==> config.mk <==
export PLATFORM = sky130hd
export DESIGN_NAME = pc_gen
export DESIGN_NICKNAME = d
export VERILOG_FILES = /design/src/rtl/pc_pkg.sv /design/src/rtl/pc_next_mux.sv /design/src/rtl/pc_gen.sv
export SDC_FILE = /design/constraint.sdc
export NUM_CORES = 1
export LEC_CHECK = 0
export BUFFER_PORTS_ARGS = -buffer_cell sky130_fd_sc_hd__buf_2
export CORE_AREA = 2 2 92 94
export DETAILED_ROUTE_END_ITERATION = 10
export DIE_AREA = 0 0 94 96
export PLACE_DENSITY_LB_ADDON = 0.05
export SYNTH_ARGS = -nofsm -noshare
export SYNTH_HDL_FRONTEND = slang
export SYNTH_SLANG_ARGS = --single-unit
==> constraint.sdc <==
create_clock -name clk -period 2.95 [get_ports clk]
set_clock_uncertainty 0.15 [all_clocks]
set_input_delay 0.295 -clock clk [delete_from_list [all_inputs] [get_ports clk]]
set_output_delay 0.295 -clock clk [all_outputs]
set_load 0.01 [all_outputs]
==> src/rtl/pc_pkg.sv <==
// Shared types and constants for the rv32i fetch-stage PC generator.
// The alignment mask depends on whether PC_COMPRESSED_EN is defined.
package pc_pkg;

  typedef enum logic [1:0] {
    BOOT = 2'd0,
    RUN  = 2'd1,
    ERR  = 2'd2
  } pc_state_e;

  localparam int unsigned INC_32 = 4;
  localparam int unsigned INC_16 = 2;

  // Low address bits that must be zero for a legal redirect target.
  function automatic logic [1:0] align_mask(input logic compressed_en);
    return compressed_en ? 2'b01 : 2'b11;
  endfunction

endpackage

==> src/rtl/pc_next_mux.sv <==
// Priority select of the next fetch PC (trap > redirect > sequential > hold).
// Also flags misaligned redirects; the alignment rule follows PC_COMPRESSED_EN.
module pc_next_mux
  import pc_pkg::*;
#(
  parameter int unsigned XLEN = 32
) (
  input  logic [XLEN-1:0] cur_pc,
  input  logic [XLEN-1:0] inc,
  input  logic            trap_valid,
  input  logic [XLEN-1:0] trap_vector,
  input  logic            redirect_valid,
  input  logic [XLEN-1:0] redirect_target,
  input  logic            advance,
  output logic [XLEN-1:0] next_pc_c,
  output logic            misalign_c
);

`ifdef PC_COMPRESSED_EN
  localparam logic [1:0] AMASK = align_mask(1'b1);
`else
  localparam logic [1:0] AMASK = align_mask(1'b0);
`endif

  logic target_bad;
  assign target_bad = |(redirect_target[1:0] & AMASK);

  // A misaligned redirect holds the PC; the caller decides what happens next.
  always_comb begin
    next_pc_c  = cur_pc;
    misalign_c = 1'b0;
    if (trap_valid) begin
      next_pc_c = trap_vector;
    end else if (redirect_valid) begin
      if (target_bad) begin
        misalign_c = 1'b1;
      end else begin
        next_pc_c = redirect_target;
      end
    end else if (advance) begin
      next_pc_c = cur_pc + inc;
    end
  end

endmodule

==> src/rtl/pc_gen.sv <==
// Program-counter generator for the rv32i fetch stage: boot hold, fetch handshake,
// trap/redirect steering and misalignment trapping. Optional feature: PC_COMPRESSED_EN.
module pc_gen
  import pc_pkg::*;
#(
  parameter int unsigned    XLEN       = 32,
  parameter logic [XLEN-1:0] RESET_VEC = '0,
  parameter int unsigned    BOOT_DELAY = 2
) (
  input  logic            clk,
  input  logic            rst,
  input  logic            stall,
  input  logic            redirect_valid,
  input  logic [XLEN-1:0] redirect_target,
  input  logic            trap_valid,
  input  logic [XLEN-1:0] trap_vector,
  input  logic            fetch_ready,
`ifdef PC_COMPRESSED_EN
  input  logic            inst_is_c,
`endif
  output logic            fetch_valid,
  output logic [XLEN-1:0] fetch_pc,
  output logic [XLEN-1:0] link_pc,
  output logic            misalign_err,
  output logic [XLEN-1:0] misalign_addr
);

  localparam int unsigned CNT_W = (BOOT_DELAY > 0) ? $clog2(BOOT_DELAY + 1) : 1;

  pc_state_e       state_q, state_d;
  logic [XLEN-1:0] pc_q, pc_d;
  logic [CNT_W-1:0] cnt_q, cnt_d;
  logic            fetch_valid_q, fetch_valid_d;
  logic            misalign_err_q, misalign_err_d;
  logic [XLEN-1:0] misalign_addr_q, misalign_addr_d;

  logic [XLEN-1:0] inc;
  logic [XLEN-1:0] mux_pc_c;
  logic            mux_misalign_c;
  logic            advance;

`ifdef PC_COMPRESSED_EN
  assign inc = inst_is_c ? XLEN'(INC_16) : XLEN'(INC_32);
`else
  assign inc = XLEN'(INC_32);
`endif

  assign advance = fetch_valid_q & fetch_ready & ~stall;

  pc_next_mux #(
    .XLEN(XLEN)
  ) u_next_mux (
    .cur_pc         (pc_q),
    .inc            (inc),
    .trap_valid     (trap_valid),
    .trap_vector    (trap_vector),
    .redirect_valid (redirect_valid),
    .redirect_target(redirect_target),
    .advance        (advance),
    .next_pc_c      (mux_pc_c),
    .misalign_c     (mux_misalign_c)
  );

  always_ff @(posedge clk or negedge rst) begin
    if (!rst) begin
      state_q         <= BOOT;
      pc_q            <= RESET_VEC;
      cnt_q           <= CNT_W'(BOOT_DELAY);
      fetch_valid_q   <= 1'b0;
      misalign_err_q  <= 1'b0;
      misalign_addr_q <= '0;
    end else begin
      state_q         <= state_d;
      pc_q            <= pc_d;
      cnt_q           <= cnt_d;
      fetch_valid_q   <= fetch_valid_d;
      misalign_err_q  <= misalign_err_d;
      misalign_addr_q <= misalign_addr_d;
    end
  end

  // BOOT leaves on the edge where the countdown reaches zero, so fetch_valid
  // stays low for BOOT_DELAY cycles after reset release.
  always_comb begin
    state_d         = state_q;
    pc_d            = pc_q;
    cnt_d           = cnt_q;
    misalign_addr_d = misalign_addr_q;
    case (state_q)
      BOOT: begin
        if (cnt_q != '0) cnt_d = cnt_q - CNT_W'(1);
        if (trap_valid) begin
          state_d = RUN;
          pc_d    = trap_vector;
        end else if (cnt_q <= CNT_W'(1)) begin
          state_d = RUN;
        end
      end
      RUN: begin
        pc_d = mux_pc_c;
        if (mux_misalign_c) begin
          state_d         = ERR;
          misalign_addr_d = redirect_target;
        end
      end
      ERR: begin
        if (trap_valid) begin
          state_d = RUN;
          pc_d    = trap_vector;
        end
      end
      default: begin
        state_d = BOOT;
      end
    endcase
  end

  always_comb begin
    fetch_valid_d  = (state_d == RUN);
    misalign_err_d = (state_q == RUN) && mux_misalign_c;
  end

  assign fetch_valid   = fetch_valid_q;
  assign fetch_pc      = pc_q;
  assign link_pc       = pc_q + inc;
  assign misalign_err  = misalign_err_q;
  assign misalign_addr = misalign_addr_q;

endmodule
Yosys cells after proc, flatten, opt, wreduce, memory -nomap -nowiden

Index checks and enable logic that the tools add are counted.

Word-level logic and storage cells: 41
Output and inout bits: 98
Register bits after elaboration: 70

Magnitude comparators: 1
Bitwise operators: 3
Eq/ne operators: 6
Mux-type cells: 14
Reductions and logical operators: 9
Add/sub/neg operators: 2

Operator list:

| kind                    | count |
|---|---|
| $mux W32                | 5 |
| $pmux W32 S2            | 1 |
| $add A32 B3 Y32 const B | 1 |
| $mux W2                 | 4 |
| $ne A4 B4 Y1 const B    | 2 |
| $pmux W2 S3             | 1 |
| $eq A2 B1 Y1 const B    | 2 |
| $reduce_and A2 Y1       | 2 |
| $reduce_and A4 Y1       | 1 |
| $reduce_bool A2 Y1      | 2 |
| $reduce_or A2 Y1        | 2 |
| $mux W1                 | 3 |
| $and A1 B1 Y1           | 2 |
| $eq A2 B2 Y1 const B    | 1 |
| $le A2 B1 Y1 const B    | 1 |
| $logic_not A2 Y1        | 1 |
| $ne A2 B1 Y1 const B    | 1 |
| $sub A2 B1 Y2 const B   | 1 |
| $logic_and A1 B1 Y1     | 1 |
| $not A1 Y1              | 1 |

Longest topological paths before layout

Gate-level depths: netlist of the first run.

Depth in word-level cells: 7
Mapped depth: 9
Gate-level depth less buffers: 6

By module

A second synthesis of the first run with hierarchy kept.

Cells, all modules: 858
Area total of the unflattened synthesis: 6,423.7 um^2

Modules (own cells, without submodules):

| module      | instances | area an instance (um^2) | cells an instance | seq. area each (um^2) |
|---|---|---|---|---|
| pc_gen      | 1         | 3,523.4                 | 388               | 1,752.9 |
| pc_next_mux | 1         | 2,900.3                 | 470               | 0.0 |

Worst setup path after synthesis of the first run

No wires, ideal clock.

Path type: register -> output
Start point: register pc_q[13] (netlist: fetch_pc[13])
End point: output link_pc[30]
Cell stages (with the launch flop): 8
Path buffers: 3
Required time: 2.505 ns
Slack: 0.865 ns
Arrival time: 1.640 ns
Cells stage by stage: dfrtp_1 > buf_2 > and4_1 > and3_1 > buf_2 > buf_2 > nand4_1 > xnor2_1

Cells in the longest elaborated chain, start to end: 1

RTL lines:

| item                   | RTL line      | source |
|---|---|---|
| from (decl)            | pc_gen.sv:31  | `logic [XLEN-1:0] pc_q, pc_d;` |
| from (signal assigned) | pc_gen.sv:74  | `pc_q <= pc_d;` |
| $add A32 B3 Y32        | pc_gen.sv:125 | `assign link_pc = pc_q + inc;` |
| to (decl)              | pc_gen.sv:23  | `output logic [XLEN-1:0] link_pc,` |

Every way passes these cells.

Final worst setup path of the first run

Start point: register pc_q[19] (netlist: fetch_pc[19])
End point: output link_pc[31]

The elaborated chain is that of the path after synthesis.

==> results of run 1 <==
==> per-layer routing <==
| metal | vias to the layer above | track usage | part of all wire | routed length, um |
|---|---|---|---|---|
| li1 | 1861 | - | - | - |
| met1 | 1900 | 0.3523 | 0.44 | 5081 |
| met2 | 135 | 0.4298 | 0.50 | 5828 |
| met3 | 4 | 0.04933 | 0.059 | 691 |
| met4 | 0 | 0.08696 | 0.0049 | 57 |
| met5 | - | 0 | 0 | 0 |
==> cell families (layout without fill, tap and decap cells) <==
| kind of cell | after synthesis | in the layout | share of synthesized area |
|---|---|---|---|
| compound gates | 111 | 111 | 0.1761 |
| xor+xnor | 29 | 29 | 0.06283 |
| fa+ha+maj | 3 | 3 | 0.009286 |
| buf+inv | 48 | 209 | 0.05075 |
| flops | 70 | 70 | 0.4336 |
| mux | 33 | 33 | 0.09161 |
| simple gates | 131 | 131 | 0.1758 |
==> timing repair <==
item / in CTS / in global routing
gates resized for setup: 0 / 1
hold endpoints to repair: 69 / 0
setup endpoints to repair: 0 / 3
hold buffers: 1 / 0
==> metrics by stage <==
| step | utilization | power, mW | setup WS (ns) |
|---|---|---|---|
| after global routing | 0.6440 | 4.963 | 0.06108 |
| after detailed placement | 0.6149 | 3.793 | 0.4320 |
| after CTS | 0.6438 | 4.676 | 0.05846 |
| final | 0.6440 | 4.638 | 0.2003 |
| after floorplan | - | 2.898 | 0.8652 |
| after global placement | 0.6149 | 3.746 | 0.5111 |
==> worst max-delay path, stage by stage (launching register included) <==
cell and delay (ns):
dfrtp_1 0.53, nand4_1 0.31, nor3_1 0.47, nand3_1 0.20, nor2_1 0.16, xor2_1 0.15
buf_2 0.15
==> flip-flops by register name, indices dropped and copies added, names as in the netlist <==
name and count:
fetch_valid 1, misalign_addr 32, fetch_pc 32, cnt_q 2
misalign_err 1, state_q 2
==> where the power goes <==
group          leakage [nW]  internal (mW)  switching (mW)
combinational          1.52          0.920            1.07
clock                 0.108          0.496           0.373
sequential            0.831           1.34           0.443
total                  2.46           2.75            1.88
==> Yosys cell counts (2+ instances only) <==
master	instances	area [um^2]
o41a_1	2	22.52
nand3_1	21	105.1
o311a_1	2	20.02
xor2_1	11	96.34
a31oi_1	7	43.79
buf_2	13	65.06
and2_1	3	18.77
a21o_1	2	15.01
nand4b_1	2	17.52
or4_1	2	15.01
o2bb2ai_1	4	35.03
nor3_2	2	20.02
or3_1	2	12.51
o21ai_0	23	115.1
clkbuf_1	16	60.06
inv_1	15	56.30
xnor2_1	18	157.7
o211ai_1	6	45.04
mux2_2	32	360.4
a221oi_1	3	26.28
o31ai_1	3	22.52
nor3_1	4	20.02
and3_1	16	100.1
o21ai_1	2	10.01
nand4_1	7	43.79
dfrtp_1	69	1727
buf_4	2	15.01
nand2_1	28	105.1
and4_1	2	17.52
a21oi_1	33	165.2
o22ai_1	9	56.30
nor2_1	27	101.4
o31a_1	7	61.31
ha_1	3	37.54
nand2b_1	6	37.54
a222oi_1	2	20.02
==> path summary, 6_finish.rpt <==
check,startpoint,end,slack (ns),depth (start not counted)
hold / removal,redirect_target[7],misalign_addr[7]$_DFFE_PN0P_,0.03,2
setup reg to reg,fetch_pc[2]$_DFFE_PN0P_,fetch_pc[26]$_DFFE_PN0P_,0.55,6
min in group asynchronous,rst,fetch_pc[0]$_DFFE_PN0P_,0.46,2
hold reg to reg,cnt_q[1]$_DFFE_PN1P_,cnt_q[1]$_DFFE_PN1P_,0.34,2
max in group asynchronous,rst,misalign_addr[18]$_DFFE_PN0P_,1.59,2
setup / recovery,fetch_pc[19]$_DFFE_PN0P_,link_pc[31],0.20,6
==> final cells by class <==
cell class | count | share of cell area
Clock buffer | 10 | 0.02654
Multi-Input combinational cell | 307 | 0.4047
Sequential cell | 70 | 0.3381
Inverter | 15 | 0.01086
Clock inverter | 6 | 0.01641
Tap cell | 105 | 0.02534
Timing Repair Buffer | 178 | 0.1781
==> flow_metrics.tcl, run 1 <==
set metrics [dict create \
    status "finished clean" \
    timing.critical_path.arrival_ns 2.30 \
    clock_tree.htree_level_count 3 \
    route.final.wire_length_mm 11.66 \
    worst_setup_hold_path_clk_slew_ns 0.09 \
    mostFrequentLayoutCells "166 x buf_2, 69 x dfrtp_1, 32 x a21oi_1, 32 x mux2_2, 28 x nand2_1" \
    syn_area_per_cell_um2 9.512 \
    max-vdd-ir-drop_v 0.0005016 \
    post_route_drc 0 \
    num_antenna_cells 0 \
    flow.area_growth_from_synthesis_pct 28.26 \
    timing.critical_path.to_type "output pin" \
    detail_route.vias_per_cell 5.644 \
    drt-initial-drc-count 155 \
    dr_wl_cell_um 16.87 \
    final.fill_count 722 \
    fin_nets 654 \
    global_route.overflow_total 0 \
    critical_path_required_ns 2.51 \
    synth-seq-area-share 0.4336 \
    synth_nets 498 \
    tritoncts_clock_tree "yes" \
    multi_input_area_um2 2098 \
    place_inst 674 \
    first_global_vias 3765 \
    synth_edf_count 0 \
    cts_sink_cnt 70 \
    worst_margin_pin_slew_ns 0.9119 \
    core_um2 8051 \
    critPathMaxFanout 8 \
    grt_setup_unrepaired "no" \
    ys_dominant_reg_cell "dfrtp_1" \
    post_synth_inst_count 425 \
    synthesis.yosys.warnings 0 \
    max_cap_violations 0 \
    cts_max_path_buffers 2 \
    report.final.setup_viol 0 \
    final_layout_size_suffix_gt1_frac 0.4027 \
    final_hold_slack_ns 0.03177 \
    grt_start_max_net_pins 71 \
    postCtsSetupRepairBufs 0 \
    hpwl_after_detailed_placement_mm 8.226 \
    post_layout_nonfiller_instances 691 \
    yosys.cell_types.count 55 \
    grt_first_pass_wirelength_mm 18.51 \
    core.rowCount 33 \
    totalNegativeSetupSlack_ns 0 \
    post_route_cell_area_um2 5185 \
    die_height_um 96 \
    start_util 0.5021 \
    register_area_um2 1753 \
    io_buffer_count 167 \
    die_x_um 94 \
    via_count 3900 \
    fin_crit_sh 0.9321 \
    timing_hold_violations_final 0 \
    worst_setup_path_start_kind "flip-flop" \
    p_leak_nw 2.464 \
    worst_slew_margin_rel 0.3921 \
    detailedRoute.firstPassIterationCount 4 \
    placedInstanceArea_um2 4951 \
    i_o_pins 168 \
    antenna_violations_before_repair 0 \
    gp_congestion 0.8964 \
    period_needed_ns 2.750 \
    maxSlewViolCount 0 \
    asyncSetResetFlopFracSynth 1.000 \
    achievable-frequency_mhz 363.7 \
    power_per_cell_area_nw_per_um2 894.4 \
    layout_commonest_cell "buf_2" \
    synth.ff_latch_count 70 \
    hold_path_class "primary input to flip-flop" \
    critPathKind "flip-flop to output pin" \
    worstSkewPairLatency_ns 0.35 \
    tritoncts.num_buffers 9 \
    ant_nets 0 \
    grt_use_total 0.2623 \
    clk_root_buffer_cell "clkbuf_8" \
    design.die.area_um2 9024 \
    synthesis.area_um2 4043 \
]
No activity file was read; power rests on OpenSTA's default activity.
==> run 2: changes to the inputs <==
--- a/config.mk
+++ b/config.mk
@@ -6,10 +6,12 @@
 export NUM_CORES = 1
 export LEC_CHECK = 0
 export BUFFER_PORTS_ARGS = -buffer_cell sky130_fd_sc_hd__buf_2
-export CORE_AREA = 2 2 92 94
+export CAP_MARGIN = 20
+export CORE_AREA = 2 2 108 110
 export DETAILED_ROUTE_END_ITERATION = 10
-export DIE_AREA = 0 0 94 96
+export DIE_AREA = 0 0 110 112
 export PLACE_DENSITY_LB_ADDON = 0.05
 export SYNTH_ARGS = -nofsm -noshare
 export SYNTH_HDL_FRONTEND = slang
+export SYNTH_HIERARCHICAL = 1
 export SYNTH_SLANG_ARGS = --single-unit
==> run 2 against run 1 <==
Compared with the run above: the flow now finishes with violations (negative setup slack); utilization grew 11 points; highest routed layer is now met5; sequential cell count is the same; critical endpoint is now fetch_pc[31]$_DFFE_PN0P_; power grew 39%; critical path type is now flip-flop to flip-flop; largest power group unchanged; clock power grew 32%.
==> flow_metrics.tcl, run 2 <==
set metrics [dict create \
    ant_nets 0 \
    i_o_pins 168 \
    post_synth_inst_count 858 \
    period_needed_ns 3.054 \
    status "complete, but fails checks" \
    worst_setup_path_start_kind "flip-flop" \
    timing_hold_violations_final 0 \
    critPathMaxFanout 4 \
    detail_route.vias_per_cell 5.802 \
    cp_cell_sequence "ha_4 -> a21o_1 -> a21oi_2 -> a21oi_2 -> a2111oi_4 -> a211oi_2 -> a311oi_2 -> xnor2_1 -> mux2_1 -> a221o_1 -> mux2i_1 -> a21oi_1" \
    multi_input_area_um2 4674 \
    worstSkewPairLatency_ns 0.36 \
    dr_wl_cell_um 17.40 \
    placedInstanceArea_um2 7968 \
    asyncSetResetFlopFracSynth 1.000 \
    design.die.area_um2 12320 \
    post_route_cell_area_um2 8438 \
    cpMaxStageDelayCell "dfrtp_2" \
    worst_setup_hold_path_clk_slew_ns 0.07 \
    final_layout_size_suffix_gt1_frac 0.2831 \
    die_x_um 110 \
    clock_tree.htree_level_count 3 \
    synthesis.yosys.warnings 6 \
    synth.ff_latch_count 70 \
    final.setup.worst_slack_ns -0.1041 \
    num_antenna_cells 0 \
    failed_checks "negative setup slack" \
    r2r.worst_path.cells 12 \
    final.fill_count 914 \
    synth_edf_count 0 \
    cp_slowest_stage_delay_ns 0.42 \
    flow.area_growth_from_synthesis_pct 31.36 \
    cts_max_path_buffers 2 \
    drt-initial-drc-count 668 \
    critPathCapture "fetch_pc[31]$_DFFE_PN0P_" \
    hpwl_after_detailed_placement_mm 15.95 \
    report.final.setup_viol 3 \
    via_count 7224 \
    final_hold_slack_ns 0.004565 \
    timing.critical_path.from "fetch_pc[3]$_DFFE_PN0P_" \
    p_leak_nw 4.286 \
    netlist_top_cells_count "188 x nand2_1, 80 x a21oi_1, 77 x nor2_1, 69 x dfrtp_1, 42 x xnor2_1" \
    ys_dominant_reg_cell "dfrtp_1" \
    synth-seq-area-share 0.2729 \
    power_per_cell_area_nw_per_um2 761.7 \
    worst_slew_margin_rel 0.4332 \
    detailedRoute.firstPassIterationCount 5 \
    cp_common_cell "a21oi_2" \
    grt_start_max_net_pins 39 \
    grt_first_pass_wirelength_mm 33.68 \
    synth_top_cell_area_share 0.2688 \
    syn_area_per_cell_um2 7.487 \
    fin_nets 1202 \
    worst_margin_pin_slew_ns 0.8470 \
    die_height_um 112 \
    start_util 0.5749 \
    critical_path_required_ns 3.03 \
    timing.critical_path.arrival_ns 3.13 \
    grt_use_total 0.3532 \
    post_layout_nonfiller_instances 1245 \
    global_route.overflow_total 0 \
    core.rowCount 39 \
    largest_cells_by_area_after_synthesis "dfrtp_1 27%, nand2_1 11%, ha_1 6.6%" \
    totalNegativeSetupSlack_ns -0.1743 \
    clk_root_buffer_cell "clkbuf_16" \
    io_buffer_count 167 \
    regToRegEndpoint "fetch_pc[31]$_DFFE_PN0P_" \
    reg2reg_from "fetch_pc[3]$_DFFE_PN0P_" \
    timing.critical_path.to_type "flip-flop" \
    tritoncts_clock_tree "yes" \
    maxSlewViolCount 0 \
    route.final.wire_length_mm 21.67 \
    post_route_drc 0 \
    gp_congestion 0.9639 \
    grt_setup_unrepaired "yes" \
    synth_top_cell_by_area "dfrtp_1" \
    critPathKind "flip-flop to flip-flop" \
    first_global_vias 6656 \
    antenna_violations_before_repair 2 \
    fin_crit_sh 1.035 \
    core_um2 11170 \
    cts_sink_cnt 70 \
    tritoncts.num_buffers 9 \
    r2r_slack_ns -0.10 \
    hold_path_class "primary input to flip-flop" \
    yosys.cell_count.top_type "nand2_1" \
    place_inst 1225 \
    achievable-frequency_mhz 327.4 \
    max-vdd-ir-drop_v 0.0004662 \
    max_cap_violations 0 \
    register_area_um2 1758 \
    layout_commonest_cell "nand2_1" \
    synthesis.area_um2 6424 \
    mostFrequentLayoutCells "188 x nand2_1, 167 x buf_2, 80 x buf_4" \
    yosys.cell_types.count 62 \
]
==> run 2: cell types whose count changed after synthesis, sizes merged, moves of 13 or more <==
cell    delta
clkbuf    +15
ha        +31
nor2      +50
o21ai     +25
mux2i     +38
nand4     +13
mux2      -21
a21oi     +47
xnor2     +24
a21o      +21
nand2    +160
==> run 2: stage by stage <==
step	utilization	total power, mW	worst slack, ns
finish	0.7551	6.427	-0.1041
global route	0.7551	6.827	-0.2849
CTS	0.7454	6.168	-0.08564
detailed placement	0.7130	4.964	-0.2440
global placement	0.7130	4.921	-0.2084
floorplan	-	3.668	-0.007390
==> run 2: worst max-delay path: cells and delay by family, from the launching register on <==
family / cells / cell delay (ns)
AO/OA/AOI/OAI: 8 / 1.56
XOR/XNOR: 1 / 0.11
adder cells (fa/ha/maj): 1 / 0.22
multiplexers: 2 / 0.46
flip-flops: 1 / 0.42
==> run 2: layout make-up <==
class / count / share of cell area
clock buffer: 11 / 0.02877
timing repair buffer: 250 / 0.1741
tap: 143 / 0.02120
inverter: 15 / 0.006673
sequential: 70 / 0.2083
multi-input combinational: 751 / 0.5540
clock inverter: 5 / 0.006969
==> run 2: how the worst min path moves through the flow <==
stage                                          endpoint  slack (ns)                start  depth (start not counted)
after floorplan                    cnt_q[0]$_DFFE_PN0P_       -0.15                  rst                          0
after global placement     misalign_addr[6]$_DFFE_PN0P_        0.14                  rst                          1
after detailed placement   misalign_addr[6]$_DFFE_PN0P_        0.15                  rst                          1
after CTS                 misalign_addr[13]$_DFFE_PN0P_       0.006  redirect_target[13]                          3
after global routing      misalign_addr[10]$_DFFE_PN0P_        0.02  redirect_target[10]                          3
final                     misalign_addr[10]$_DFFE_PN0P_       0.005  redirect_target[10]                          3
==> run 2: where the power goes <==
group          switching [mW]  total (mW)  internal [mW]
clock network           0.473        1.15          0.679
logic                    2.14        3.86           1.72
registers               0.198        1.41           1.22
==> run 2: timing repair <==
action	in CTS	in global routing
resized for setup	6	18
setup endpoints to repair	8	9
endpoints found under the hold margin	20	0
hold buffers	1	0
pin swaps	9	4
setup buffers	2	1
==> run 2: per-layer routing <==
metal | vias up | track usage | wire, um
met3 | 35 | 0.07845 | 2388
li1 | 3452 | - | -
met2 | 369 | 0.4994 | 9340
met1 | 3364 | 0.5344 | 9574
met5 | - | 0 | 26
met4 | 4 | 0.1072 | 339
==> run 2: cells by family after synthesis <==
group                    Yosys count  synth area share
buffers and inverters             68           0.04499
flip-flops                        70            0.2729
adder cells (fa/ha/maj)           35           0.06934
other                              2          0.001169
AO/OA/AOI/OAI                    211            0.2030
XOR/XNOR                          56           0.07635
multiplexers                      50           0.08005
AND/OR/NAND/NOR                  366            0.2522
==> run 3: changes to the inputs <==
--- a/config.mk
+++ b/config.mk
@@ -7,9 +7,9 @@
 export LEC_CHECK = 0
 export BUFFER_PORTS_ARGS = -buffer_cell sky130_fd_sc_hd__buf_2
 export CAP_MARGIN = 20
-export CORE_AREA = 2 2 108 110
+export CORE_AREA = 2 2 123 125
 export DETAILED_ROUTE_END_ITERATION = 10
-export DIE_AREA = 0 0 110 112
+export DIE_AREA = 0 0 125 127
 export PLACE_DENSITY_LB_ADDON = 0.05
 export SYNTH_ARGS = -nofsm -noshare
 export SYNTH_HDL_FRONTEND = slang
==> constraint.sdc (replaced) <==
create_clock -name clk -period 2.7 [get_ports clk]
set_clock_uncertainty 0.15 [all_clocks]
set_input_delay 0.27 -clock clk [delete_from_list [all_inputs] [get_ports clk]]
set_output_delay 0.27 -clock clk [all_outputs]
set_load 0.01 [all_outputs]
==> run 3 against run 2 <==
Compared with the run above: the flow still finishes with violations (negative setup slack); global-route usage fell by 6.8 points; utilization fell by 11 points; non-clock buffer count rose by 56; clock power barely moved; final area rose by 11%; critical endpoint unchanged; largest power group unchanged.
==> flow_metrics.tcl, run 3 (synthesis results as in run 2) <==
set metrics [dict create \
    die_x_um 125 \
    cp_cell_sequence "ha_4 -> a21o_1 -> a21oi_2 -> a21oi_2 -> a2111oi_4 -> a211oi_2 -> a311oi_2 -> xnor2_1 -> mux2_1 -> a221o_1 -> mux2i_1 -> a21oi_1" \
    flow.area_growth_from_synthesis_pct 45.31 \
    period_needed_ns 3.053 \
    achievable-frequency_mhz 327.5 \
    timing_hold_violations_final 0 \
    i_o_pins 168 \
    grt_use_total 0.2852 \
    cp_common_cell "a21oi_2" \
    ant_nets 0 \
    worst-path-buf-inv 0 \
    final_layout_size_suffix_gt1_frac 0.3230 \
    drt-initial-drc-count 619 \
    clk_root_buffer_cell "clkbuf_16" \
    critPathMaxFanout 2 \
    critical_path.top_delay_family "compound AO/OA/AOI/OAI gates" \
    global_route.overflow_total 0 \
    totalNegativeSetupSlack_ns -2.355 \
    final.fill_count 1268 \
    p_leak_nw 4.633 \
    dr_wl_cell_um 17.33 \
    start_util 0.4454 \
    report.final.setup_viol 17 \
    via_count 7398 \
    grt_first_pass_wirelength_mm 36.23 \
    dp_worst_setup_slack_ns -0.4083 \
    layout_commonest_cell "nand2_1" \
    worst_setup_hold_path_clk_slew_ns 0.06 \
    detailedRoute.firstPassIterationCount 5 \
    min_delay_path_depth 3 \
    failed_checks "negative setup slack" \
    fin_nets 1258 \
    grt_setup_unrepaired "yes" \
    final.setup.worst_slack_ns -0.3534 \
    report.power.total_mw 7.444 \
    hold_end "misalign_addr[30]$_DFFE_PN0P_" \
    status "complete, but fails checks" \
    timing.critical_path.to_type "flip-flop" \
    regToRegEndpoint "fetch_pc[31]$_DFFE_PN0P_" \
    worst_setup_path_start_kind "flip-flop" \
    cts_sink_cnt 70 \
    core_um2 14420 \
    r2r.worst_path.cells 12 \
    clock_tree.htree_level_count 3 \
    worstSkewPairLatency_ns 0.35 \
    cp_slowest_stage_delay_ns 0.42 \
    reg2reg_from "fetch_pc[3]$_DFFE_PN0P_" \
    critPathKind "flip-flop to flip-flop" \
    r2r_slack_ns -0.35 \
    max-vdd-ir-drop_v 0.0003834 \
    first_global_vias 6822 \
    core.rowCount 44 \
    post_route_drc 0 \
    critical_path_required_ns 2.77 \
    antenna_violations_before_repair 0 \
    gp_congestion 0.8783 \
    grt_start_max_net_pins 47 \
    tritoncts.num_buffers 9 \
    timing.critical_path.arrival_ns 3.12 \
    cpMaxStageDelayCell "dfrtp_2" \
    maxSlewViolCount 0 \
    io_buffer_count 167 \
    cts_max_path_buffers 2 \
    die_height_um 127 \
    worst_hold_startpoint "redirect_target[30]" \
    worst_slew_margin_rel 0.5533 \
    num_antenna_cells 0 \
    route.final.wire_length_mm 23.26 \
    design.die.area_um2 15880 \
    hold_path_class "primary input to flip-flop" \
    mostFrequentLayoutCells "186 x nand2_1, 168 x buf_2, 89 x buf_4" \
    tritoncts_clock_tree "yes" \
    power_per_cell_area_nw_per_um2 797.6 \
    max_cap_violations 0 \
    worst_margin_pin_slew_ns 0.6700 \
    hpwl_after_detailed_placement_mm 16.75 \
    detail_route.vias_per_cell 5.513 \
    fin_crit_sh 1.131 \
]
[run 3: area by class of cell]
type | count | area (um^2) | share of cell area
repair buffers | 306 | 2069 | 0.2217
clock inverters | 7 | 55.05 | 0.005898
multi-input cells | 751 | 4938 | 0.5291
well taps | 184 | 230.2 | 0.02466
flip-flops and latches | 70 | 1759 | 0.1885
inverters | 15 | 56.30 | 0.006032
clock buffers | 9 | 225.2 | 0.02413
[run 3: where the power goes]
group / leakage, nW / switching [mW] / internal (mW) / total, mW
registers: 0.831 / 0.208 / 1.33 / 1.54
logic: 3.67 / 2.55 / 2.19 / 4.74
clock network: 0.133 / 0.535 / 0.632 / 1.17
total: 4.63 / 3.29 / 4.15 / 7.44
[run 3: how the worst max path moves through the flow]
| stage | from | endpoint | slack, ns | cells after the start |
|---|---|---|---|---|
| after floorplan | fetch_pc[3]$_DFFE_PN0P_ | fetch_pc[29]$_DFFE_PN0P_ | -0.17 | 12 |
| after detailed placement | fetch_pc[3]$_DFFE_PN0P_ | fetch_pc[31]$_DFFE_PN0P_ | -0.41 | 12 |
| final | fetch_pc[3]$_DFFE_PN0P_ | fetch_pc[31]$_DFFE_PN0P_ | -0.35 | 12 |
| after global routing | fetch_pc[3]$_DFFE_PN0P_ | fetch_pc[31]$_DFFE_PN0P_ | -0.54 | 12 |
| after global placement | fetch_pc[3]$_DFFE_PN0P_ | fetch_pc[31]$_DFFE_PN0P_ | -0.39 | 12 |
| after CTS | fetch_pc[3]$_DFFE_PN0P_ | fetch_pc[31]$_DFFE_PN0P_ | -0.29 | 12 |
[run 3: timing repair]
item,in CTS,in global routing
hold buffers,32,0
pin swaps,42,59
gates resized for setup,33,55
endpoints found under the hold margin,55,0
buffers inserted,10,12
endpoints found under the setup margin,15,26
[run 3: through the flow]
stage	std cells	hold slack [ns]	cell area [um^2]	util
after floorplan	889	-0.1756	6638	-
after global placement	1276	0.1813	8220	0.5699
after detailed placement	1276	0.1845	8220	0.5699
after CTS	1333	0.002476	9065	0.6285
after global routing	1342	0.03997	9334	0.6471
final	1342	0.01103	9334	0.6471
[run 3: tightest hold or removal path, delay by kind of cell]
| kind | cells | cell delay [ns] |
|---|---|---|
| buf+inv | 1 | 0.11 |
| simple gates | 2 | 0.10 |
[run 3: layer usage]
layer | share of wire | up-vias | global-route usage
li1 | - | 3574 | -
met1 | 0.46 | 3475 | 0.4237
met2 | 0.44 | 321 | 0.4274
met3 | 0.081 | 28 | 0.04899
met4 | 0.018 | 0 | 0.08105
met5 | 0 | - | 0
